**src/rtl/frame_sequencer_pkg.sv**
```systemverilog
// Shared types and helpers for the per-frame sequencer: FSM state encoding
// and watchdog counter sizing.
package frame_sequencer_pkg;

  typedef enum logic [1:0] {
    ST_IDLE      = 2'd0,
    ST_CLEAR     = 2'd1,
    ST_RENDER    = 2'd2,
    ST_SWAP_WAIT = 2'd3
  } state_t;

  // The counter only has to reach limit-1, so clog2(limit) bits suffice.
  function automatic int unsigned wdog_width(input int unsigned limit);
    if (limit < 32'd2) begin
      return 32'd1;
    end else begin
      return $clog2(limit);
    end
  endfunction

endpackage

```
**src/rtl/frame_sequencer_wdog_timer.sv**
```systemverilog
// Clearable wait-state counter; tc fires on the cycle the count would reach
// LIMIT-1. A LIMIT of 0 disables the flag entirely.
module wdog_timer #(
  parameter int unsigned LIMIT = 32'd16,
  parameter int unsigned W     = 32'd4
) (
  input  logic CLK,
  input  logic rst,
  input  logic clr,
  input  logic en,
  output logic tc
);

  logic [W-1:0] count_r;

  assign tc = (LIMIT != 32'd0) && en &&
              ((32'(count_r) + 32'd1) >= (LIMIT - 32'd1));

  // Count cycles spent in the current wait state.
  always_ff @(posedge CLK) begin
    if (rst) begin
      count_r <= '0;
    end else if (clr) begin
      count_r <= '0;
    end else if (en) begin
      count_r <= count_r + W'(1);
    end else begin
      count_r <= count_r;
    end
  end

endmodule

```
**src/rtl/frame_sequencer.sv**
```systemverilog
// Double-buffer frame controller: clear, draw, request swap, then wait for the
// front-buffer index to flip before starting the next frame.
module frame_sequencer
  import frame_sequencer_pkg::*;
#(
  parameter bit          CLEAR_EN    = 1'b1,
  parameter int unsigned WDOG_CYCLES = 32'd16777216,
  parameter int unsigned FCNT_W      = 32'd16
) (
  input  logic              CLK,
  input  logic              rst,
  input  logic              enable,
  input  logic              side,
  output logic              clr_start,
  input  logic              clr_done,
  output logic              draw_start,
  input  logic              draw_done,
  output logic              swap_req,
  output logic              back_sel,
  output logic              busy,
  output logic [FCNT_W-1:0] frame_cnt,
  output logic              wdog_err
);

  localparam int unsigned WDOG_W = wdog_width(WDOG_CYCLES);

  state_t            state_r, next_state_s, first_state_s;
  logic              clr_start_r, draw_start_r, swap_req_r;
  logic              clr_start_s, draw_start_s, swap_req_s;
  logic              back_sel_r, busy_r, wdog_err_r, side_at_req_r;
  logic [FCNT_W-1:0] frame_cnt_r;
  logic              latch_back_s, frame_inc_s, wdog_tc_s, state_chg_s;

  assign first_state_s = CLEAR_EN ? ST_CLEAR : ST_RENDER;
  assign state_chg_s   = (next_state_s != state_r);

  wdog_timer #(
    .LIMIT (WDOG_CYCLES),
    .W     (WDOG_W)
  ) u_wdog (
    .CLK (CLK),
    .rst (rst),
    .clr (state_chg_s),
    .en  (state_r != ST_IDLE),
    .tc  (wdog_tc_s)
  );

  // Next-state selection and one-cycle start pulses on state entry.
  always_comb begin
    next_state_s = state_r;
    latch_back_s = 1'b0;
    frame_inc_s  = 1'b0;
    if (wdog_tc_s) begin
      next_state_s = ST_IDLE;
    end else begin
      case (state_r)
        ST_IDLE: begin
          if (enable && !wdog_err_r) begin
            next_state_s = first_state_s;
            latch_back_s = 1'b1;
          end else begin
            next_state_s = ST_IDLE;
          end
        end
        ST_CLEAR: begin
          // A done coinciding with its own start pulse belongs to no pass.
          if (clr_done && !clr_start_r) begin
            next_state_s = ST_RENDER;
          end else begin
            next_state_s = ST_CLEAR;
          end
        end
        ST_RENDER: begin
          if (draw_done && !draw_start_r) begin
            next_state_s = ST_SWAP_WAIT;
          end else begin
            next_state_s = ST_RENDER;
          end
        end
        ST_SWAP_WAIT: begin
          if (side != side_at_req_r) begin
            frame_inc_s = 1'b1;
            if (enable) begin
              next_state_s = first_state_s;
              latch_back_s = 1'b1;
            end else begin
              next_state_s = ST_IDLE;
            end
          end else begin
            next_state_s = ST_SWAP_WAIT;
          end
        end
        default: begin
          next_state_s = ST_IDLE;
        end
      endcase
    end
    clr_start_s  = state_chg_s && (next_state_s == ST_CLEAR);
    draw_start_s = state_chg_s && (next_state_s == ST_RENDER);
    swap_req_s   = state_chg_s && (next_state_s == ST_SWAP_WAIT);
  end

  // State, pulse and per-frame registers.
  always_ff @(posedge CLK) begin
    if (rst) begin
      state_r       <= ST_IDLE;
      clr_start_r   <= 1'b0;
      draw_start_r  <= 1'b0;
      swap_req_r    <= 1'b0;
      back_sel_r    <= 1'b0;
      busy_r        <= 1'b0;
      frame_cnt_r   <= '0;
      wdog_err_r    <= 1'b0;
      side_at_req_r <= 1'b0;
    end else begin
      state_r      <= next_state_s;
      clr_start_r  <= clr_start_s;
      draw_start_r <= draw_start_s;
      swap_req_r   <= swap_req_s;
      busy_r       <= (next_state_s != ST_IDLE);
      if (latch_back_s) begin
        back_sel_r <= ~side;
      end
      if (swap_req_s) begin
        side_at_req_r <= side;
      end
      if (frame_inc_s) begin
        frame_cnt_r <= frame_cnt_r + FCNT_W'(1);
      end
      if (wdog_tc_s) begin
        wdog_err_r <= 1'b1;
      end
    end
  end

  assign clr_start  = clr_start_r;
  assign draw_start = draw_start_r;
  assign swap_req   = swap_req_r;
  assign back_sel   = back_sel_r;
  assign busy       = busy_r;
  assign frame_cnt  = frame_cnt_r;
  assign wdog_err   = wdog_err_r;

endmodule

```
**config.mk**
```make
export PLATFORM = sky130hd
export DESIGN_NAME = frame_sequencer
export DESIGN_NICKNAME = d
export VERILOG_FILES = /design/src/rtl/frame_sequencer_pkg.sv /design/src/rtl/frame_sequencer_wdog_timer.sv /design/src/rtl/frame_sequencer.sv
export SDC_FILE = /design/constraint.sdc
export NUM_CORES = 1
export LEC_CHECK = 0
export BUFFER_PORTS_ARGS = -buffer_cell sky130_fd_sc_hd__buf_2
export CORE_MARGIN = 8
export CORE_UTILIZATION = 50
export CTS_CLUSTER_DIAMETER = 200
export CTS_CLUSTER_SIZE = 20
export DETAILED_ROUTE_END_ITERATION = 8
export GPL_TIMING_DRIVEN = 0
export PLACE_DENSITY = 0.72
export SYNTH_ARGS = -nofsm -noshare
export SYNTH_HDL_FRONTEND = slang
export SYNTH_SLANG_ARGS = --single-unit
```
**constraint.sdc**
```tcl
create_clock -name CLK -period 3.4 [get_ports CLK]
set_input_delay 0.17 -clock CLK [delete_from_list [all_inputs] [get_ports CLK]]
set_output_delay 0.17 -clock CLK [all_outputs]
set_load 0.1 [all_outputs]
```
# [Word-level counts from Yosys, hierarchy flattened]
# Cells that the tools add are included.
[totals] reg_bits=49 latchBits=0 mem_bits_rw=0 rom_bits=0 input_bits=6 out_inout_bits=22 wordCells=52 mem_count=0
[classes] addsub=3 multipliers=0 div=0 n_lt_le_gt_ge=1 n_eq_ne=8 shift=0 n_mux=15 n_bitwise=1 n_reduce_logical=14
[op_table] cell="$ge A32 B24 Y1 const B" count=1
[op_table] cell="$add A24 B1 Y25 const B" count=1
[op_table] cell="$add A24 B1 Y24 const B" count=1
[op_table] cell="$add A16 B1 Y16 const B" count=1
[op_table] cell="$mux W1" count=10
[op_table] cell="$eq A2 B2 Y1 const B" count=4
[op_table] cell="$pmux W2 S4" count=1
[op_table] cell="$logic_and A1 B1 Y1" count=7
[op_table] cell="$mux W2" count=3
[op_table] cell="$eq A2 B1 Y1 const B" count=2
[op_table] cell="$reduce_bool A2 Y1" count=2
[op_table] cell="$logic_not A1 Y1" count=3
[op_table] cell="$logic_not A2 Y1" count=1
[op_table] cell="$ne A2 B2 Y1" count=1
[op_table] cell="$pmux W1 S2" count=1
[op_table] cell="$reduce_or A2 Y1" count=1
[op_table] cell="$ne A1 B1 Y1" count=1
[op_table] cell="$not A1 Y1" count=1

# [Longest topological paths before layout]
# Gate-level depths: netlist of the first run.
[logic_depth] word_depth=7 depth_mapped=12

# [Hierarchy]
# A second synthesis of the first run with hierarchy kept.
[hier_totals] hier_cells=296 area_unflattened_um2=2523.7
[by_module_without_submodules] mod="wdog_timer" instances=1 cells_per_inst=158 area_each_um2=1292.5 seq_area_each_um2=480.5
[by_module_without_submodules] mod="frame_sequencer" instances=1 cells_per_inst=138 area_each_um2=1231.2 seq_area_each_um2=500.5

# [Worst setup path after synthesis of the first run]
# No wires, ideal clock.
[synth_timing] path_kind="flip-flop to flip-flop" start="register u_wdog.count_r[1]" end="register u_wdog.count_r[10]" setup_ns=0.073 t_arrival_ns=3.323 t_required_ns=3.327 setup_slack_ns=0.004 stages_incl_launch_ff=12 path_buffers=2 synth_period_minus_slack_ns=3.396 cell_sequence="dfxtp_1 ha_1 nand4_1 or4_1 or3_1 a2111oi_1 o2111ai_2 and4_1 or3_1 buf_6 buf_6 nor3_2"
[synth_via] elab_chain_cells=6
[synth_rtl] item="start, declared" line_no="frame_sequencer_wdog_timer.sv:14" rtl="logic [W-1:0] count_r;"
[synth_rtl] item="start signal, assigned" line_no="frame_sequencer_wdog_timer.sv:26" rtl="count_r <= count_r + W'(1);"
[synth_rtl] item="start signal, assigned" line_no="frame_sequencer_wdog_timer.sv:28" rtl="count_r <= count_r;"
[synth_rtl] item="$add A24 B1 Y25" line_no="frame_sequencer_wdog_timer.sv:17" rtl="((32'(count_r) + 32'd1) >= (LIMIT - 32'd1));"
[synth_rtl] item="$ge A32 B24 Y1" line_no="frame_sequencer_wdog_timer.sv:17"
[synth_rtl] item="$logic_and A1 B1 Y1" line_no="frame_sequencer_wdog_timer.sv:16" rtl="assign tc = (LIMIT != 32'd0) && en &&"
[synth_rtl] item="$mux W2" line_no="frame_sequencer.sv:53" rtl="if (wdog_tc_s) begin"
[synth_rtl] item="$ne A2 B2 Y1" line_no="frame_sequencer.sv:35" rtl="assign state_chg_s = (next_state_s != state_r);"
[synth_rtl] item="$reduce_or A2 Y1 (no source line)"
# Parallel ways exist; a longest one is shown, timed or not.
# A chain may end at the register's enable or synchronous reset.

# [Worst setup path after layout of the first run]
[layout_timing] start="register u_wdog.count_r[1]" end="register u_wdog.count_r[19]"
# Same word-level chain as after synthesis.

==> results by group, run 1 <==
Clock tree
  – Worst-path clk slew: 100 ps
  – Cts hold-fix bufs: 0
  – # clock sinks: 49
  – Total CTS buffers: 5
  – CTS tree: yes
  – CTS max path bufs: 2
  – Clock Latency Late Sink: 310 ps
  – Root Buffer: clkbuf_8
  – H-tree depth: 2

Place
  – Placed Instance Area: 3170 sq um
  – I/O Buffers: 27
  – Placement Setup Slack: -718 ps
  – Final Wtd Congestion: around 1
  – Dpl hpwl: 5.28 mm

Cells and area
  – Synthesis-to-finish area growth: 16.8%
  – Flip-flop and latch area: 995 sq um
  – Total Nets Final: 400
  – Antenna cells: 0
  – Multi-input gate area: 1910 sq um
  – Finished Cell Area: 3430 sq um
  – Fillcell total: 527
  – Layout cells sized above 1: 0.245

Timing
  – Tcrit/Tclk final: 0.969
  – Hold slack: 117 ps
  – Worst-margin pin slew: around 570 ps
  – Max Slew Vio Count: 0
  – Final setup viols: 0
  – Post-Route Setup TNS: 0 ps
  – Layout Skew: 13.6 ps
  – Setup WS post-layout: about 110 ps
  – Achievable Freq: around 300 MHz
  – Minimum clock period: 3290 ps
  – Final Hold Violating Endpoints: 0
  – Slew Limit Headroom: 0.614

Setup path
  – Critical path arrival: around 3500 ps
  – Worst path required time: 3630 ps
  – Worst r2r src: u_wdog.count_r[1]
  – Crit. End Element: register
  – Startpoint Class: register
  – Crit Path Max Fanout: 10
  – CP Class: register to register
  – Critical Path Source: u_wdog.count_r[1]

Detailed routing
  – Routed Antenna Nets: 0
  – Total number of vias: 2821
  – Post-route DRC: 0
  – Initial DRC Count: 191
  – Routed WL: 7.52 mm
  – Drt wl/cell: around 16 um
  – Initial DRT Pass Iterations: 4
  – Vias per cell: between 6 and 7

GRT
  – Global-route wire length before repair: between 10 and 15 mm
  – Total gr overflow: 0
  – Pin count of the biggest net entering global routing: 16
  – Antenna violations before repair: 0
  – Number of global-route vias before repair: ~2600
  – Total GRT Usage: 0.173

Floorplan
  – Initial Util: 0.505
  – Die Width: 92.7 um
  – IO Count: 28
  – Die footprint: 8580 sq um
  – Num rows: 28
  – Area of the core: 5820 sq um
  – Die height: just over 90 um

Power and ir drop
  – Overall Power: 1.06 mW
  – VDD IR max: about 190 uV
  – Static Leakage: 1.13 nW
  – Pwr/cell area: 309 nW/um^2

Synthesis
  – Post-synth EDFFs: 0
  – Synth cell types: 50
  – Synth Area per Inst: 8.42 sq um
  – Cell taking the most area after synthesis: dfxtp_1
  – Netlist Area Pre-Place: 2940 sq um
  – Synth top cells by count: 49 x dfxtp_1, 27 x nand2_1, 23 x a21oi_1
  – Syn Nets: 362
  – Most common cell in the netlist: dfxtp_1
  – Sequential area share after synthesis: 0.334
  – Async SR Flop Fraction: 0
  – Top cell type's share of synthesized area: 0.334
  – Flops & latches, synth: slightly below 50
  – Top post-synthesis cells by area: dfxtp_1 33%, nor3_2 6.8%, xnor2_1 4.5%
  – Ys flop type: dfxtp_1
  – Yosys warnings: 0
  – Mapped Cells: 349

Hold path
  – Worst hold path type: input port to register
  – Critical hold path startpoint: rst

Run
  – Max Cap Viol: 0

Status
  – Status: finished, final reports clean
[per-layer routing]
layer  GRT usage  wire length (um)  vias up
met1       0.214              3250     1378
met5           0                 0        -
li1            -                 -     1368
met4      0.0564               131        0
met2       0.291              3760       63
met3      0.0372               377       12
[worst paths after layout]
check	to	slack, ps	cells after the start
hold reg to reg	back_sel	490	2
setup / recovery	u_wdog.count_r[19]	110	11
hold / removal	frame_cnt[0]	120	2
setup reg to reg	u_wdog.count_r[19]	110	11
[timing repair]
action,in CTS,in global routing
pin swaps,2,5
endpoints found under the hold margin,0,0
endpoints found under the setup margin,46,45
buffers inserted,5,1
resized for setup,25,12
[cell families after synthesis]
group	count (synthesis)	share of synthesized area
and+or+nand+nor	163	0.341
AOI/OAI and AO/OA	71	0.157
DFF	49	0.334
buffers and inverters	29	0.0481
xor gates and xnor gates	28	0.0835
adders and majority gates	7	0.0298
muxes	2	0.00681
[registers in the layout, summed over array words and instances (netlist names)]
signal	flops
draw_start	1
frame_cnt	16
clr_start	1
u_wdog.count_r	24
busy	1
side_at_req_r	1
back_sel	1
wdog_err	1
swap_req	1
state_r	2
[where the power goes]
part           leakage [nW]  internal [mW]  switching [mW]
registers             0.400          0.577         0.00510
logic                 0.684         0.0364           0.102
clock network        0.0439          0.142           0.196
total                  1.13          0.756           0.303
[through the flow]
| step | std cells | util |
|---|---|---|
| 2_1_floorplan | 349 | - |
| 3_3_place_gp | 451 | 0.545 |
| 3_5_place_dp | 451 | 0.545 |
| 4_1_cts | 463 | 0.582 |
| 5_1_grt | 463 | 0.590 |
| 6_report | 463 | 0.590 |
[worst max-delay path, cell delays in order (launching register included)]
cell and delay (ps):
dfxtp_4 400, ha_4 170, nand4_1 130, or4_4 530
or3_4 370, a2111oi_4 370, o2111ai_2 210, and4_1 200
or3_1 370, buf_6 160, buf_8 150, nor3_2 150
[area by class of cell]
class | instances | area share
multi-input cells | 271 | 0.556
plain buffers | 18 | 0.0390
inverters | 9 | 0.00985
clock buffers | 5 | 0.0201
flip-flops and latches | 49 | 0.290
well taps | 75 | 0.0274
repair buffers | 33 | 0.0525
clock inverters | 3 | 0.00511
[cell usage in the layout (no fill, tap or decap), types with 14 or more instances in the layout]
master   netlist  layout
nand4_1       14      14
nor3_2        20      20
nor2_1        17      17
buf_2          8      27
nand2_1       27      27
a21oi_1       23      22
xnor2_1       15      15
dfxtp_1       49      42
Note: power is estimated with default switching activity, not from simulation.
==> run 2, diff against run 1 <==
--- a/config.mk
+++ b/config.mk
@@ -6,7 +6,6 @@
 export NUM_CORES = 1
 export LEC_CHECK = 0
 export BUFFER_PORTS_ARGS = -buffer_cell sky130_fd_sc_hd__buf_2
-export CORE_MARGIN = 8
 export CORE_UTILIZATION = 50
 export CTS_CLUSTER_DIAMETER = 200
 export CTS_CLUSTER_SIZE = 20
==> run 2 against run 1 <==
  * First-iteration DRC count is 6.8% higher
  * Final area grew 8.4%
  * Non-clock buffer count increased by 18
  * Sequential share of layout area down 2.0 points
  * Power increased by 18%
  * Register-to-register slack worse by 70 ps
  * Routed wire length up 0.74%
  * Clock power up 50%
==> results by group, run 2 (same netlist as run 1, synthesis figures left out) <==
Clock tree
  – Total CTS buffers: 5 (unchanged)
  – CTS tree: yes
  – Worst-path clk slew: 100 ps (about the same)
  – CTS max path bufs: 2 (unchanged)
  – Root Buffer: clkbuf_8
  – Cts hold-fix bufs: 0 (unchanged)
  – H-tree depth: 2 (unchanged)
  – Clock Latency Late Sink: 310 ps (about the same)
  – # clock sinks: 49 (unchanged)

Cells and area
  – Reg with most FFs: u_wdog.count_r
  – Commonest cells after routing, fill and taps aside: 35 x dfxtp_1, 28 x buf_2, 27 x nand2_1
  – Total Nets Final: 418 (+4.5%)
  – Final core utilization: 0.667 (+0.0774)
  – Synthesis-to-finish area growth: 26.6%
  – Max FFs per register: 24 (unchanged)
  – Fillcell total: 459 (-13%)
  – Most common cell after layout, fill and taps aside: dfxtp_1
  – Antenna cells: 0 (unchanged)
  – Layout cells sized above 1: 0.298 (+0.0532)

Setup path
  – Startpoint Class: register
  – Worst R2R Setup Slack: 40 ps (-70 ps)
  – Reg2Reg Depth: 12 (+1)
  – CP Class: register to register
  – R2r endpoint: u_wdog.count_r[10]
  – Crit. End Element: register
  – Crit Path Max Fanout: 10 (unchanged)
  – Worst path required time: 3630 ps (about the same)
  – CP cell instances: buf_6, nand4_1, or4_4, buf_6, or4_4, a2111oi_4, o2111ai_2, and4_1, or3_4, buf_8, buf_12, nor3_4
  – CP max stage cell: or4_4
  – Cell family with most CP delay: simple AND/OR/NAND/NOR gates
  – WP buf/inv: 4 (+2)
  – Worst r2r src: u_wdog.count_r[0]
  – Critical path arrival: 3590 ps (+70 ps)
  – Worst path max stage delay: 490 ps (-40 ps)

Hold path
  – WHS Endpoint: frame_cnt[0]
  – Critical hold path startpoint: rst
  – Worst hold path type: input port to register
  – Hold Path Depth: 2 (unchanged)

Timing
  – Hold slack: 115 ps (-2.60 ps)
  – Achievable Freq: 297 MHz (-2.1%)
  – Tcrit/Tclk final: 0.989 (+0.0205)
  – Final Hold Violating Endpoints: 0 (unchanged)
  – Max Slew Vio Count: 0 (unchanged)
  – Slew Limit Headroom: 0.578 (-0.0362)
  – Minimum clock period: 3360 ps (+69.9 ps)
  – Layout Skew: 14.5 ps (+0.919 ps)
  – Worst-margin pin slew: 628 ps (+54.0 ps)
  – RSZ-0062 raised after global routing: yes
  – Final setup viols: 0 (unchanged)

Floorplan
  – IO Count: 28 (unchanged)
  – Num rows: 27 (-3.6%)
  – Initial Util: 0.527 (+0.0219)
  – Die footprint: 6190 sq um (-28%)
  – Area of the core: 5570 sq um (-4.2%)
  – Die Width: 78.7 um (-15%)
  – Die height: 78.7 um (-15%)

GRT
  – Total gr overflow: 0 (unchanged)
  – Total GRT Usage: 0.242 (+0.0689)
  – Global-route wire length before repair: 11.9 mm (-4.1%)
  – Antenna violations before repair: 0 (unchanged)
  – Pin count of the biggest net entering global routing: 17 (+1)
  – Number of global-route vias before repair: 2547 (-3.4%)

Place
  – Dpl hpwl: 5.02 mm (-4.9%)
  – I/O Buffers: 27 (unchanged)
  – Final Wtd Congestion: 0.946 (-7.8%)

Detailed routing
  – Initial DRC Count: 204 (+6.8%)
  – Drt wl/cell: 15.9 um (-2.4%)
  – Routed WL: 7.58 mm (+0.74%)
  – Routed Antenna Nets: 0 (unchanged)
  – Vias per cell: 5.99 (-1.7%)
  – Post-route DRC: 0 (unchanged)
  – Initial DRT Pass Iterations: 5 (+1)
  – Total number of vias: 2863 (+1.5%)

Power and ir drop
  – Static Leakage: 1.29 nW (+14%)
  – Pwr/cell area: 336 nW/um^2 (+8.9%)
  – Overall Power: 1.25 mW (+18%)
  – VDD IR max: 292 uV (+51%)

Status
  – Status: finished, final reports clean

Run
  – Max Cap Viol: 0 (unchanged)
## run 2: cell types whose count changed in the layout (fill, tap and decap cells not counted), sizes merged
cell	previous run	this run
buf	41	61
bufinv	0	2
clkbuf	15	13
clkinv	2	0
clkinvlp	1	0
inv	9	10
## run 2: how the worst max path moves through the flow
stage                       from            endpoint  slack [ps]  cells after the start
2_1_floorplan  u_wdog.count_r[1]  u_wdog.count_r[10]           4                     11
3_3_place_gp   u_wdog.count_r[1]       frame_cnt[14]        -690                     10
3_5_place_dp   u_wdog.count_r[1]       frame_cnt[13]        -670                     10
4_1_cts        u_wdog.count_r[0]  u_wdog.count_r[14]          30                     11
5_1_grt        u_wdog.count_r[0]  u_wdog.count_r[10]         -60                     12
6_report       u_wdog.count_r[0]  u_wdog.count_r[10]          40                     12
## run 2: what timing repair did
item,in CTS,in global routing
buffers inserted,3,19
pin swaps,4,6
resized for setup,20,42
setup endpoints to repair,46,45
cloned,0,1
## run 2: layout make-up
type,instances,area (sq um),area share
Clock inverter,3,68.8,0.0185
Timing Repair Buffer,50,329,0.0885
Multi-Input combinational cell,271,1960,0.526
Clock buffer,5,68.8,0.0185
Tap cell,72,90.1,0.0242
Sequential cell,49,1010,0.270
Inverter,9,33.8,0.00908
Buffer,19,166,0.0447
## run 2: worst register-to-register path: cells and delay by family, from the launching register on
family,cells,cell delay (ps)
buffers and inverters,4,570
AND/OR/NAND/NOR,6,1770
flip-flops,1,390
AO/OA/AOI/OAI,2,560
## run 2: where the power goes
group | leakage [nW] | switching (mW) | internal, mW
clock network | 0.0687 | 0.211 | 0.296
logic | 0.818 | 0.114 | 0.0465
registers | 0.403 | 0.00513 | 0.577
total | 1.29 | 0.331 | 0.920
## run 2: metrics by stage
stage / TNS, ps / setup slack (ps) / cell area (sq um) / std cells
2_1_floorplan: 0 / 3.77 / 2940 / 349
3_3_place_gp: -24470 / -693 / 3160 / 448
3_5_place_dp: -24680 / -674 / 3160 / 448
4_1_cts: 0 / 30.4 / 3400 / 459
5_1_grt: -567 / -57.0 / 3720 / 478
6_report: 0 / 36.0 / 3720 / 478
## run 2: layer usage
layer	vias up	GRT usage	wire length, um
met5	-	0	0
met2	102	0.404	3720
met3	16	0.0477	423
li1	1416	-	-
met1	1329	0.308	3330
met4	0	0.0815	109
==> run 3, diff against run 2 <==
--- a/config.mk
+++ b/config.mk
@@ -6,6 +6,7 @@
 export NUM_CORES = 1
 export LEC_CHECK = 0
 export BUFFER_PORTS_ARGS = -buffer_cell sky130_fd_sc_hd__buf_2
+export CORE_ASPECT_RATIO = 0.7
 export CORE_UTILIZATION = 50
 export CTS_CLUSTER_DIAMETER = 200
 export CTS_CLUSTER_SIZE = 20
@@ -14,4 +15,5 @@
 export PLACE_DENSITY = 0.72
 export SYNTH_ARGS = -nofsm -noshare
 export SYNTH_HDL_FRONTEND = slang
+export SYNTH_HIERARCHICAL = 1
 export SYNTH_SLANG_ARGS = --single-unit
==> run 3 against run 2 <==
  * Final cell count decreased by 16%
  * Synthesized area decreased by 14%
  * Non-clock buffer count decreased by 30
  * Synthesized cell count decreased by 15%
  * Routed wire length decreased by 33%
  * Final area decreased by 22%
  * Combinational power decreased by 27%
  * Hold slack improved by 56 ps
==> results by group, run 3 <==
Status
  – Status: finished, final reports clean

Synthesis
  – Syn Nets: 310 (-14%)
  – Sequential area share after synthesis: 0.389 (+0.0548)
  – Mapped Cells: 296 (-15%)
  – Ys flop type: dfxtp_1
  – Post-synth EDFFs: 0 (unchanged)
  – Netlist Area Pre-Place: 2520 sq um (-14%)
  – Most common cell in the netlist: nor2_1
  – Synth Area per Inst: 8.53 sq um (+1.3%)
  – Top cell type's share of synthesized area: 0.389 (+0.0548)
  – Async SR Flop Fraction: 0 (unchanged)
  – Flops & latches, synth: 49 (unchanged)
  – Yosys warnings: 6 (+6)
  – Synth cell types: 46 (-8.0%)
  – Synth top cells by count: 50 x nor2_1, 49 x dfxtp_1, 24 x nand2_1
  – Top post-synthesis cells by area: dfxtp_1 39%, xnor2_1 7.6%, nor2_1 7.4%
  – Cell taking the most area after synthesis: dfxtp_1

Clock tree
  – Worst-path clk slew: 90 ps (about the same)
  – Clock Latency Late Sink: 300 ps (about the same)
  – Root Buffer: clkbuf_8
  – Total CTS buffers: 5 (unchanged)
  – # clock sinks: 49 (unchanged)
  – Cts hold-fix bufs: 0 (unchanged)
  – H-tree depth: 2 (unchanged)
  – CTS max path bufs: 2 (unchanged)
  – CTS tree: yes

Cells and area
  – Commonest cells after routing, fill and taps aside: 50 x nor2_1, 45 x dfxtp_1, 30 x buf_2
  – Total Nets Final: 345 (-17%)
  – Antenna cells: 0 (unchanged)
  – Max FFs per register: 24 (unchanged)
  – Synthesis-to-finish area growth: 15.1%
  – Reg with most FFs: u_wdog/count_r
  – Layout cells sized above 1: 0.187 (-0.111)
  – Most common cell after layout, fill and taps aside: nor2_1

Power and ir drop
  – Logic pwr share: 0.106 (-0.023)
  – Switching power: 0.278 mW (-16%)
  – Switching Share: 0.250 (-0.0146)
  – VDD IR max: 155 uV (-47%)
  – Overall Power: 1.11 mW (-11%)
  – Pwr/cell area: 383 nW/um^2 (+14%)
  – Internal: 0.834 mW (-9.2%)
  – Reg power frac: 0.528 (+0.063)
  – Static Leakage: 1.07 nW (-17%)
  – Part of the power in the clock network: 0.366 (-0.040)

Run
  – Max Cap Viol: 0 (unchanged)

GRT
  – Pin count of the biggest net entering global routing: 15 (-2)
  – Global-route wire length before repair: 8.45 mm (-29%)
  – Antenna violations before repair: 0 (unchanged)
  – Total GRT Usage: 0.205 (-0.0364)
  – Total gr overflow: 0 (unchanged)
  – Number of global-route vias before repair: 1834 (-28%)

Detailed routing
  – Vias per cell: 5.25 (-12%)
  – Post-route DRC: 0 (unchanged)
  – Initial DRT Pass Iterations: 5 (unchanged)
  – Initial DRC Count: 80 (-61%)
  – Routed WL: 5.11 mm (-33%)
  – Drt wl/cell: 12.8 um (-19%)
  – Total number of vias: 2100 (-27%)
  – Routed Antenna Nets: 0 (unchanged)

Floorplan
  – IO Count: 28 (unchanged)
  – Num rows: 21 (-22%)
  – Die height: 61.4 um (-22%)
  – Die footprint: 5340 sq um (-14%)
  – Area of the core: 4810 sq um (-14%)
  – Die Width: 86.9 um (+11%)
  – Initial Util: 0.525 (-0.00220)

Timing
  – Layout Skew: 6.79 ps (-7.69 ps)
  – Max Slew Vio Count: 0 (unchanged)
  – Final Hold Violating Endpoints: 0 (unchanged)
  – Achievable Freq: 308 MHz (+3.8%)
  – Final setup viols: 0 (unchanged)
  – Slew Limit Headroom: 0.641 (+0.0634)
  – Worst-margin pin slew: 534 ps (-94.8 ps)
  – Tcrit/Tclk final: 0.954 (-0.0358)
  – Minimum clock period: 3240 ps (-122 ps)
  – Post-Route Setup TNS: 0 ps (unchanged)

Setup path
  – Worst path required time: 3640 ps (about the same)
  – WP buf/inv: 2 (-2)
  – CP max stage cell: or4b_1
  – Worst path max stage delay: 520 ps (+30 ps)
  – CP cell instances: ha_1, nand2_2, or4b_1, a31oi_1, o22ai_1, o31ai_4, or3_1, clkbuf_2, xnor2_1, nand2_1, or2_4, clkbuf_8, nor2_1
  – Startpoint Class: register
  – CP Class: register to register
  – Crit Path Max Fanout: 10 (unchanged)
  – Critical path arrival: 3480 ps (-110 ps)
  – Crit. End Element: register
  – Cell family with most CP delay: simple AND/OR/NAND/NOR gates

Hold path
  – Worst hold path type: input port to register

Place
  – I/O Buffers: 27 (unchanged)
  – Dpl hpwl: 3.66 mm (-27%)
  – Final Wtd Congestion: 0.806 (-15%)
[run 3: cell types whose count changed after synthesis, sizes merged, moves of 8 or more]
cell	before	now
o31ai	13	1
nor2	17	50
nor3	31	6
xnor2	15	23
a21oi	23	8
or4	15	0
buf	12	4
[run 3: kinds of logic after synthesis]
family / Yosys count / share of synthesized area
AND/OR/NAND/NOR: 146 / 0.312
buffers and inverters: 23 / 0.0367
adder cells (fa/ha/maj): 8 / 0.0397
XOR/XNOR: 40 / 0.142
flip-flops: 49 / 0.389
multiplexers: 3 / 0.0119
AO/OA/AOI/OAI: 27 / 0.0689
[run 3: power groups by stage]
| stage | Clock [mW] | Combinational, mW | Sequential (mW) |
|---|---|---|---|
| after detailed placement | 0 | 0.110 | 0.601 |
| after floorplan | 0 | 0.0589 | 0.627 |
| after global placement | 0 | 0.109 | 0.600 |
| after CTS | 0.414 | 0.117 | 0.588 |
| after global routing | 0.437 | 0.129 | 0.589 |
| final | 0.407 | 0.118 | 0.588 |
[run 3: stage by stage]
| step | setup slack [ps] | std cells | hold WS (ps) | area (sq um) | utilization |
|---|---|---|---|---|---|
| 2_1_floorplan | 204 | 296 | 322 | 2520 | - |
| 3_5_place_dp | -418 | 392 | 474 | 2750 | 0.571 |
| 6_report | 158 | 400 | 171 | 2900 | 0.604 |
| 3_3_place_gp | -343 | 392 | 462 | 2750 | 0.571 |
| 4_1_cts | 11.5 | 398 | 167 | 2880 | 0.598 |
| 5_1_grt | -35.4 | 400 | 221 | 2900 | 0.604 |
[run 3: final cells by class]
type,instances,area [sq um]
sequential,49,988
tap,69,86.3
timing repair buffer,29,150
multi-input combinational,224,1460
fill,439,1900
inverter,12,45.0
clock inverter,2,35.0
buffer,10,66.3
clock buffer,5,68.8
[run 3: worst register-to-register path, delay by kind of cell (launching register included)]
family          cells  cell delay, ps
flops               1             390
xor+xnor            1             130
compound gates      3             770
buf+inv             2             350
simple gates        6            1300
fa+ha+maj           1             240
[run 3: layer usage]
| metal | GRT usage | up-vias | wire [um] |
|---|---|---|---|
| met1 | 0.299 | 970 | 2820 |
| met2 | 0.303 | 38 | 2050 |
| met5 | 0 | - | 0 |
| met3 | 0.0469 | 7 | 185 |
| met4 | 0.0643 | 0 | 59 |
| li1 | - | 1085 | - |
[run 3: timing repair]
item	in CTS	in global routing
hold endpoints to repair	0	0
setup buffers	0	2
resized for setup	9	7
pin swaps	0	1
setup endpoints to repair	24	24
[run 3: worst paths after layout]
check / start / end / slack, ps / depth (start not counted)
hold / removal: side / side_at_req_r / 170 / 3
setup reg to reg: u_wdog/count_r[0] / u_wdog/count_r[2] / 160 / 13
hold reg to reg: back_sel / back_sel / 500 / 2
setup / recovery: u_wdog/count_r[0] / u_wdog/count_r[2] / 160 / 13
